**src/rtl/inst_fetch_axi_pkg.sv**
```systemverilog
// Shared AXI encodings and exception-word layout for the instruction fetch path.
package inst_fetch_axi_pkg;

  localparam logic [1:0] AXI_BURST_INCR = 2'b01;
  localparam logic [2:0] AXI_SIZE_4B    = 3'b010;
  localparam logic [1:0] AXI_RESP_OKAY  = 2'b00;
  localparam logic [7:0] AXI_LEN_SINGLE = 8'h00;

  localparam int EXC_FETCH_ADDR_BIT = 4;
  localparam int EXC_FETCH_BUS_BIT  = 5;

  typedef logic [31:0] exc_word_t;

  // Only the two fetch-related bits may ever be set.
  function automatic exc_word_t fetch_exc_word(input logic addr_err, input logic bus_err);
    exc_word_t w;
    w                     = 32'h0000_0000;
    w[EXC_FETCH_ADDR_BIT] = addr_err;
    w[EXC_FETCH_BUS_BIT]  = bus_err;
    return w;
  endfunction

endpackage

```
**src/rtl/inst_fetch_axi.sv**
```systemverilog
// Instruction-fetch AXI read master: one single-beat read outstanding at a time,
// result handed to IF/ID as a one-cycle valid pulse.
module inst_fetch_axi
  import inst_fetch_axi_pkg::*;
#(
  parameter logic [3:0]  AXI_ID   = 4'b0000,
  parameter logic [31:0] RESET_PC = 32'hbfc0_0000
) (
  input  logic        clk,
  input  logic        rst,
  input  logic [31:0] pc_i,
  output logic        pc_advance_o,
  input  logic        next_pc_valid,
  input  logic        flush,
  output logic [3:0]  arid,
  output logic [31:0] araddr,
  output logic [7:0]  arlen,
  output logic [2:0]  arsize,
  output logic [1:0]  arburst,
  output logic        arvalid,
  input  logic        arready,
  input  logic [3:0]  rid,
  input  logic [31:0] rdata,
  input  logic [1:0]  rresp,
  input  logic        rlast,
  input  logic        rvalid,
  output logic        rready,
  output logic        valid,
  output logic [31:0] if_pc,
  output logic [31:0] if_inst,
  output logic [31:0] pc_excepttype_o
);

  localparam logic [1:0] S_IDLE  = 2'b00;
  localparam logic [1:0] S_ADDR  = 2'b01;
  localparam logic [1:0] S_DATA  = 2'b10;
  localparam logic [1:0] S_DRAIN = 2'b11;

  logic [1:0]  state_r;
  logic        flush_pending_r;
  logic [31:0] req_pc_r;
  logic        arvalid_r;
  logic        rready_r;
  logic        valid_r;
  logic        pc_advance_r;
  logic [31:0] if_pc_r;
  logic [31:0] if_inst_r;
  exc_word_t   exc_r;

  logic grant_s;
  logic r_beat_s;
  logic r_ok_s;

  // A beat with a foreign ID is never treated as our response.
  assign grant_s  = next_pc_valid & ~flush;
  assign r_beat_s = rvalid & rlast & (rid == AXI_ID);
  assign r_ok_s   = (rresp == AXI_RESP_OKAY);

  // Fetch FSM and all registered outputs.
  always_ff @(posedge clk) begin
    if (rst) begin
      state_r         <= S_IDLE;
      flush_pending_r <= 1'b0;
      req_pc_r        <= 32'h0000_0000;
      arvalid_r       <= 1'b0;
      rready_r        <= 1'b0;
      valid_r         <= 1'b0;
      pc_advance_r    <= 1'b0;
      if_pc_r         <= 32'h0000_0000;
      if_inst_r       <= 32'h0000_0000;
      exc_r           <= 32'h0000_0000;
    end else begin
      pc_advance_r <= 1'b0;
      valid_r      <= 1'b0;
      case (state_r)
        S_IDLE: begin
          if (grant_s) begin
            req_pc_r     <= pc_i;
            pc_advance_r <= 1'b1;
            if (pc_i[1:0] != 2'b00) begin
              valid_r   <= 1'b1;
              if_pc_r   <= pc_i;
              if_inst_r <= 32'h0000_0000;
              exc_r     <= fetch_exc_word(1'b1, 1'b0);
            end else begin
              arvalid_r <= 1'b1;
              state_r   <= S_ADDR;
            end
          end
        end
        S_ADDR: begin
          // arvalid must not drop once raised, so a flush here is only remembered.
          if (arready) begin
            arvalid_r       <= 1'b0;
            rready_r        <= 1'b1;
            flush_pending_r <= 1'b0;
            state_r         <= (flush || flush_pending_r) ? S_DRAIN : S_DATA;
          end else if (flush) begin
            flush_pending_r <= 1'b1;
          end
        end
        S_DATA: begin
          if (flush) begin
            if (r_beat_s) begin
              rready_r <= 1'b0;
              state_r  <= S_IDLE;
            end else begin
              state_r  <= S_DRAIN;
            end
          end else if (r_beat_s) begin
            rready_r  <= 1'b0;
            valid_r   <= 1'b1;
            if_pc_r   <= req_pc_r;
            if_inst_r <= r_ok_s ? rdata : 32'h0000_0000;
            exc_r     <= fetch_exc_word(1'b0, ~r_ok_s);
            state_r   <= S_IDLE;
          end
        end
        S_DRAIN: begin
          if (r_beat_s) begin
            rready_r <= 1'b0;
            state_r  <= S_IDLE;
          end
        end
        default: begin
          state_r         <= S_IDLE;
          flush_pending_r <= 1'b0;
          arvalid_r       <= 1'b0;
          rready_r        <= 1'b0;
        end
      endcase
    end
  end

  assign arid            = AXI_ID;
  assign araddr          = req_pc_r;
  assign arlen           = AXI_LEN_SINGLE;
  assign arsize          = AXI_SIZE_4B;
  assign arburst         = AXI_BURST_INCR;
  assign arvalid         = arvalid_r;
  assign rready          = rready_r;
  assign valid           = valid_r;
  assign pc_advance_o    = pc_advance_r;
  assign if_pc           = if_pc_r;
  assign if_inst         = if_inst_r;
  assign pc_excepttype_o = exc_r;

endmodule

```
**config.mk**
```make
export PLATFORM = sky130hd
export DESIGN_NAME = inst_fetch_axi
export DESIGN_NICKNAME = d
export VERILOG_FILES = /design/src/rtl/inst_fetch_axi_pkg.sv /design/src/rtl/inst_fetch_axi.sv
export SDC_FILE = /design/constraint.sdc
export NUM_CORES = 1
export LEC_CHECK = 0
export BUFFER_PORTS_ARGS = -buffer_cell sky130_fd_sc_hd__buf_2
export CAP_MARGIN = 20
export CORE_MARGIN = 3
export CORE_UTILIZATION = 40
export DETAILED_ROUTE_END_ITERATION = 6
export MAX_ROUTING_LAYER = met4
export PLACE_DENSITY_LB_ADDON = 0.1
export SKIP_CTS_REPAIR_TIMING = 1
export SYNTH_ARGS = -nofsm -noshare
export SYNTH_HDL_FRONTEND = slang
export SYNTH_SLANG_ARGS = --single-unit
export TNS_END_PERCENT = 10
```
**constraint.sdc**
```tcl
create_clock -name clk -period 2.14 [get_ports clk]
set_input_delay 0.214 -clock clk [delete_from_list [all_inputs] [get_ports clk]]
set_output_delay 0.214 -clock clk [all_outputs]
set_load 0.05 [all_outputs]
```
==> summary.txt, run 1 <==
Outcome
  – Status: complete, no violations

Detailed routing
  – Iter 0 DRT Violations: 350
  – Via/cell ratio: between 5 and 6
  – First-pass DRT Iterations: 4
  – DR WL/cell: around 15 µm
  – DRC: 0
  – Routed Antenna Nets: 0
  – Final WL: around 13 mm
  – Vias: 4193

Timing
  – Slew Limit Fails: 0
  – Final setup fails: 0
  – RSZ-0062 raised after global routing: false
  – Setup TNS: 0 ps
  – Post-route setup slack: approximately 290 ps
  – Worst-Margin Slew: approximately 550 ps
  – Final worst path period share: 86.4%
  – Fin Clk Skew: 6.09 ps
  – Final hold violations: 0
  – Peak Freq: 0.541 GHz
  – Final Critical Period: between 1500 and 2000 ps
  – Slew Limit Headroom: a little under two thirds

Worst setup path
  – CP startpoint kind: flop
  – CP cell instances: nor3b_2 > a2bb2oi_1 > nor3_2 > buf_4 > o21ai_0
  – WS Path Type: flop to flop
  – Max Fanout on Critical Path: 43
  – CP max stage delay: roughly 440 ps
  – Slowest cell on the critical path: dfxtp_1
  – CP Capture Type: flop
  – Arr. time, crit path: 2060 ps
  – Critical Path RT: between 2000 and 2500 ps

Floorplanning
  – Number of core rows: 39
  – Starting Density: around two fifths
  – Die Span Y: 115 µm
  – Die Wd: around 110 µm
  – Io pins: between 200 and 250
  – Core footprint: 0.0115 mm²
  – DIE AREA: between 0.01 and 0.015 mm²

Logic synthesis
  – Register area share after synthesis: around 45%
  – Yosys warnings: 0
  – Mapped Cells: about 540
  – Mean area per synthesized cell: approximately 8.8 µm²
  – Unique masters post-synth: 34
  – Seq cells post-synth: ~110
  – Post-Synthesis Cell Area: roughly 0.0047 mm²

Global routing
  – Vias in the first global route: around 3900
  – Total global routing overflow: 0
  – Global-route wire length before repair: about 20 mm
  – Initial antenna violation count: 1
  – Largest net degree at the start of global routing: 57
  – Total Routing Usage GR: roughly a fifth

Clock tree
  – Clock Tree Buf Depth: 2
  – Latest clock arrival within the worst-skew pair: 340 ps
  – Htree depth: 3
  – Number of CTS-inserted buffers: 9
  – Worst-path clk slew: around 70 ps
  – CTS tree: done
  – Clk sinks: about 110
  – Root Driver: clkbuf_16

Finish
  – Final net count: around 770
  – Most frequent cells in the layout: 177 x buf_2, 105 x dfxtp_1, 70 x nand2_1
  – Final instance area: between 0.005 and 0.006 mm²
  – Layout area overhead: 23.0%
  – Most common cell after layout, fill and taps aside: buf_2
  – Finished Layout Cells: between 800 and 900
  – Share of cells above drive strength 1: 32.9%

Power
  – Tot Pwr: 4.87 mW
  – LEAKAGE: roughly 2.7 nW
  – Power per cell area: about 840 mW/mm²
  – Worst VDD drop: 0.350 mV

Placement
  – GP Congestion: ~0.83
  – Setup WS pre-CTS: roughly 320 ps
  – Placed cell areas: ~0.0055 mm²
  – IO Port Bufs: 178
  – Placed Cells: ~820
  – DP HPWL: 8.97 mm

Job
  – # Max-Cap Violations: 0

Hold path
  – Worst Hold Class: input port to flop
state kept, by name, summed over array words and instances, names as in the netlist:
register and count:
rready 1, flush_pending_r 1, pc_excepttype_o 2, if_pc 32, pc_advance_o 1, araddr 32, state_r 2, valid 1
arvalid 1, if_inst 32
per-stage QoR:
stage	hold slack (ps)	util (%)
after floorplan	311	-
after global placement	444	48.3
after detailed placement	448	48.3
after CTS	84.6	50.6
after global routing	102	50.6
final	100	50.6
area by class of cell:
| type | instances | area, µm² |
|---|---|---|
| fillers | 1129 | 5670 |
| multi-input cells | 378 | 2220 |
| flip-flops and latches | 105 | 2100 |
| repair buffers | 195 | 1030 |
| clock buffers | 11 | 243 |
| well taps | 143 | 179 |
| clock inverters | 4 | 20.0 |
| inverters | 1 | 3.75 |
| diodes | 1 | 2.50 |
critical path, delay by kind of cell, from the launching register on:
kind / cells / cell delay, ps
buffers and inverters: 1 / 400
AO/OA/AOI/OAI: 2 / 330
AND/OR/NAND/NOR: 2 / 530
flip-flops: 1 / 440
cell usage after synthesis, drive strengths merged:
library cell | n | area share [%]
a211oi | 33 | 6.3
o2bb2ai | 1 | 0.19
nand4 | 32 | 4.2
nand2 | 70 | 5.6
a21boi | 1 | 0.16
nand3 | 1 | 0.11
a21oi | 69 | 7.3
inv | 1 | 0.079
nand2b | 36 | 4.8
buf | 73 | 11
nor2 | 7 | 0.56
a2bb2oi | 1 | 0.19
conb | 2 | 0.16
a21o | 1 | 0.16
nor3 | 4 | 0.53
a31o | 1 | 0.19
nor2b | 1 | 0.13
dfxtp | 105 | 45
nor3b | 1 | 0.27
or3 | 1 | 0.13
and4bb | 1 | 0.27
clkbuf | 23 | 1.9
nor4 | 2 | 0.58
a221oi | 1 | 0.19
o21ai | 34 | 3.6
mux2i | 32 | 6.8
a311oi | 1 | 0.19
per-layer routing:
layer | GRT usage, % | up-vias | routed length, µm
met5 | - | - | 0
met4 | 7.68 | 0 | 248
met3 | 4.70 | 17 | 1150
met2 | 29.6 | 164 | 5870
met1 | 25.7 | 1933 | 5630
li1 | - | 2079 | -
where the power goes:
group	total (mW)	leakage (nW)	switching, mW	internal, mW
clock network	1.49	0.135	0.685	0.806
logic	1.25	1.76	0.935	0.312
registers	2.14	0.855	0.0746	2.06
cell families (layout without fill, tap and decap cells):
| family | after synthesis | in the layout | synth area share, % |
|---|---|---|---|
| compound gates | 143 | 143 | 18.5 |
| other cells | 2 | 48 | 0.159 |
| simple gates | 156 | 156 | 17.2 |
| mux | 32 | 32 | 6.79 |
| buf+inv | 97 | 211 | 12.8 |
| flops | 105 | 105 | 44.6 |
final timing paths:
check	from	end	slack, ps	cells past startpoint
max reg2reg	state_r[1]	if_inst[13]	290	5
max	state_r[1]	if_inst[13]	290	5
min reg2reg	rready	rready	450	2
min	rdata[28]	if_inst[28]	100	3
Note: power is estimated with default switching activity, not from simulation.
==> run 2: changes to the inputs <==
==> constraint.sdc (replaced) <==
create_clock -name clk -period 2.18 [get_ports clk]
set_input_delay 0.218 -clock clk [delete_from_list [all_inputs] [get_ports clk]]
set_output_delay 0.218 -clock clk [all_outputs]
set_load 0.05 [all_outputs]
==> run 2 against run 1 <==
Design area grew 1.7%. Utilization grew 0.84 points. Wire length shrank 1.2%.
==> summary.txt, run 2 (synthesis gave the netlist of run 1 again) <==
Outcome
  – Status: complete, no violations

Floorplanning
  – Starting Density: around two fifths
  – Core footprint: roughly 0.011 mm²
  – Io pins: 226
  – DIE AREA: about 0.013 mm²
  – Die Wd: around 110 µm
  – Die Span Y: ~110 µm
  – Number of core rows: 39

Timing
  – Setup TNS: 0 ps
  – Final hold violations: 0
  – RSZ-0062 raised after global routing: false
  – Slew Limit Headroom: approximately two thirds
  – Worst-Margin Slew: 515 ps
  – Final setup fails: 0
  – Fin Clk Skew: around 5 ps
  – Final Critical Period: between 1500 and 2000 ps
  – Slew Limit Fails: 0
  – Final worst path period share: between 70% and 80%
  – Peak Freq: slightly below 0.6 GHz

Clock tree
  – Latest clock arrival within the worst-skew pair: 340 ps
  – CTS tree: done
  – Htree depth: 3
  – Root Driver: clkbuf_16
  – Worst-path clk slew: around 70 ps
  – Number of CTS-inserted buffers: 9
  – Clk sinks: ~110
  – Clock Tree Buf Depth: 2

Global routing
  – Initial antenna violation count: 0
  – Largest net degree at the start of global routing: a little under 50
  – Total Routing Usage GR: between 10% and 20%
  – Vias in the first global route: 3871
  – Total global routing overflow: 0
  – Global-route wire length before repair: around 20 mm

Placement
  – DP HPWL: roughly 9 mm
  – IO Port Bufs: around 180
  – GP Congestion: 0.856
  – Placed Cells: 820

Detailed routing
  – Vias: between 4000 and 5000
  – DRC: 0
  – First-pass DRT Iterations: 4
  – Via/cell ratio: between 4 and 5
  – DR WL/cell: between 15 and 20 µm
  – Routed Antenna Nets: 0
  – Final WL: between 10 and 15 mm
  – Iter 0 DRT Violations: 341

Worst setup path
  – CP startpoint kind: flop
  – Max Fanout on Critical Path: between 40 and 50
  – WS Path Type: flop to flop
  – Arr. time, crit path: slightly below 2000 ps
  – R2R setup slack: roughly 460 ps
  – Critical Path RT: approximately 2400 ps
  – CP Capture Type: flop

Finish
  – Fill cells: 1142
  – Share of cells above drive strength 1: ~33%
  – Final design utilization: 51.4%
  – Finished Layout Cells: roughly 840
  – Ant. Diodes: 0
  – Most frequent cells in the layout: 177 x buf_2, 105 x dfxtp_1, 70 x nand2_1
  – Final net count: around 770
  – Most common cell after layout, fill and taps aside: buf_2
  – Layout area overhead: 25.0%

Hold path
  – Worst Hold Class: input port to flop

Job
  – # Max-Cap Violations: 0

Power
  – Power per cell area: roughly 870 mW/mm²
  – LEAKAGE: between 2 and 3 nW
  – Worst VDD drop: 0.343 mV
## run 2: cell count changes in the layout (fill, tap and decap cells not counted), sizes merged
cell,previous run,this run
bufinv,0,2
clkinv,4,2
diode,1,0
buf,195,193
inv,1,2
## run 2: cell type report
class,count,area [µm²],share of cell area [%]
clock buffers,11,253,4.29
clock inverters,5,86.3,1.46
inverters,1,3.75,0.0636
multi-input cells,378,2220,37.6
flip-flops and latches,105,2100,35.6
well taps,143,179,3.03
repair buffers,193,1060,17.9
## run 2: final timing paths
check                                 from          to  depth (start not counted)
worst max-delay path            state_r[1]  if_inst[0]                          5
worst min-delay path              rdata[5]  if_inst[5]                          3
worst max register to register  state_r[1]  if_inst[0]                          5
worst min register to register      rready      rready                          2
## run 2: power by group
group          leakage [nW]  internal (mW)  total (mW)  switching (mW)
Clock                 0.166           1.08        1.80           0.719
Sequential            0.855           2.02        2.10          0.0733
Combinational          1.76          0.317        1.24           0.924
Total                  2.78           3.42        5.13            1.72
## run 2: worst max-delay path: stages (launching register included)
cell and delay, ps:
dfxtp_1 450, nor3b_2 350, a2bb2oi_1 150, nor3_2 230
buf_12 270, o21ai_0 140
## run 2: metal layers
metal / vias to the layer above / track usage (%) / part of all wire, %
li1: 2080 / - / -
met1: 1892 / 25.2 / 46
met2: 145 / 29.5 / 45
met3: 15 / 4.60 / 7.9
met4: 0 / 6.25 / 1.5
met5: - / - / 0
## run 2: stage by stage
step | power, mW | setup slack [ps] | area [µm²] | hold slack, ps
after floorplan | 3.13 | 718 | 4890 | 315
after global placement | 3.37 | 536 | 5560 | 444
after detailed placement | 3.39 | 455 | 5560 | 452
after CTS | 5.19 | 440 | 5900 | 92.5
after global routing | 5.36 | 274 | 5900 | 110
final | 5.13 | 456 | 5900 | 99.9
==> run 3: changes to the inputs <==
==> constraint.sdc (replaced) <==
create_clock -name clk -period 1.55 [get_ports clk]
set_input_delay 0.155 -clock clk [delete_from_list [all_inputs] [get_ports clk]]
set_output_delay 0.155 -clock clk [all_outputs]
set_load 0.05 [all_outputs]
==> run 3 against run 2 <==
Design area up 5.4%. Clock-buffer cell count grew 1. Sequential power rose by 40%. Worst hold slack got worse by 53 ps.
==> summary.txt, run 3 (synthesis gave the netlist of run 1 again) <==
Timing
  – Hold WS: around 47 ps
  – Peak Freq: between 0.6 and 0.7 GHz
  – Final worst path period share: a little over nine tenths
  – Final hold violations: 0
  – Final Critical Period: ~1500 ps
  – Post-route setup slack: between 30 and 40 ps
  – RSZ-0062 raised after global routing: true
  – Fin Clk Skew: 6.65 ps
  – Final setup fails: 0
  – Slew Limit Fails: 0

Worst setup path
  – CP bufs+invs: 3
  – CP Capture Type: flop
  – Max Fanout on Critical Path: 8
  – CP max stage delay: about 350 ps
  – Slowest cell on the critical path: dfxtp_4
  – Critical Path RT: ~1800 ps
  – Top delay family on crit path: compound AO/OA/AOI/OAI gates
  – WS Path Type: flop to flop
  – CP startpoint kind: flop
  – CP cell instances: nand2b_4 > buf_4 > o2bb2ai_4 > buf_6 > clkbuf_16 > a21oi_1 > a211oi_2
  – Arr. time, crit path: 1780 ps

Detailed routing
  – First-pass DRT Iterations: 4
  – Final WL: between 10 and 15 mm
  – Via/cell ratio: approximately 5.0
  – Iter 0 DRT Violations: around 360
  – Routed Antenna Nets: 0
  – DR WL/cell: 15.6 µm
  – DRC: 0
  – Vias: around 4300

Finish
  – Final instance area: roughly 0.0062 mm²
  – Most common cell after layout, fill and taps aside: buf_2
  – Layout area overhead: 31.8%
  – Multi-input gate area: ~0.0023 mm²
  – Most frequent cells in the layout: 177 x buf_2, 104 x dfxtp_1, 70 x nand2_1
  – Final net count: about 790
  – Register area: 0.00211 mm²
  – Finished Layout Cells: between 800 and 900
  – Fill cells: between 1000 and 1500
  – Share of cells above drive strength 1: roughly 35%

Floorplanning
  – Io pins: 226
  – Die Wd: between 100 and 150 µm
  – Number of core rows: 39
  – DIE AREA: ~0.013 mm²
  – Starting Density: approximately 40%
  – Core footprint: approximately 0.011 mm²
  – Die Span Y: around 110 µm

Global routing
  – Global-route wire length before repair: 19.8 mm
  – Largest net degree at the start of global routing: 48
  – Total global routing overflow: 0
  – Vias in the first global route: around 3900
  – Initial antenna violation count: 1
  – Total Routing Usage GR: around 19%

Clock tree
  – Clock Tree Buf Depth: 2
  – CTS tree: done
  – Number of CTS-inserted buffers: 9
  – Root Driver: clkbuf_16
  – Clk sinks: around 110
  – Worst-path clk slew: 70 ps
  – Latest clock arrival within the worst-skew pair: about 340 ps
  – Htree depth: 3

Power
  – LEAKAGE: between 2 and 3 nW
  – Share of total power in the clock network: 31.0%
  – Part of the power in registers: between 40% and 50%
  – Switching Share: 34.0%
  – Gate power share: roughly 27%
  – Internal cell power: roughly 4.7 mW
  – Worst VDD drop: between 0.6 and 0.7 mV
  – P_sw: roughly 2.4 mW
  – Tot Pwr: 7.08 mW
  – Power per cell area: 1140 mW/mm²

Placement
  – GP Congestion: between 0.8 and 0.9
  – IO Port Bufs: around 180
  – Placed Cells: around 830
  – DP HPWL: just over 9 mm
  – Setup WS pre-CTS: -36.1 ps
  – Placed cell areas: roughly 0.0057 mm²

Outcome
  – Status: complete, no violations

Job
  – # Max-Cap Violations: 0

Hold path
  – Worst Hold Class: input port to flop
==> run 3: cell types whose count changed in the layout (fill, tap and decap cells not counted), moves of 3 or more <==
| cell | previous run | this run |
|---|---|---|
| o21ai_0 | 30 | 8 |
| buf_4 | 12 | 18 |
| buf_6 | 0 | 8 |
| clkbuf_1 | 0 | 3 |
| clkbuf_16 | 9 | 12 |
| buf_12 | 4 | 10 |
| o21ai_1 | 4 | 26 |
==> run 3: path summary, 6_finish.rpt <==
path	start	endpoint	slack, ps	depth (start not counted)
worst max-delay path	state_r[1]	if_pc[24]	30	7
worst min-delay path	arready	flush_pending_r	50	2
worst max register to register	state_r[1]	if_pc[24]	30	7
worst min register to register	rready	rready	450	2
==> run 3: routing by layer <==
metal	up-vias	GRT usage [%]	part of all wire, %
li1	2127	-	-
met1	2009	24.2	43
met2	160	30.0	47
met3	18	5.44	7.9
met4	0	6.02	1.8
met5	-	-	0
==> run 3: worst register-to-register path, delay by kind of cell, from the launching register on <==
family                 cells  cell delay, ps
flip-flops                 1             350
AND/OR/NAND/NOR            1             140
AO/OA/AOI/OAI              3             510
buffers and inverters      3             440
==> run 3: power by group through the flow <==
stage	Sequential, mW	Clock, mW	Combinational (mW)
global route	2.96	2.38	2.07
floorplan	3.46	0	0.948
global placement	3.00	0	1.79
detailed placement	3.00	0	1.81
CTS	2.94	2.26	1.81
finish	2.94	2.20	1.94
==> run 3: metrics by stage <==
stage / util (%) / setup TNS [ps]
after detailed placement: 49.6 / -191
after global placement: 49.6 / 0
after floorplan: - / 0
final: 54.2 / 0
after CTS: 52.0 / 0
after global routing: 54.2 / -288
==> run 3: layout make-up <==
cell class	instances	share of cell area, %
inverter	1	0.0604
timing repair buffer	216	22.3
tap	143	2.88
clock buffer	12	3.81
antenna	1	0.0403
sequential	105	33.9
multi-input combinational	378	36.3
clock inverter	3	0.685
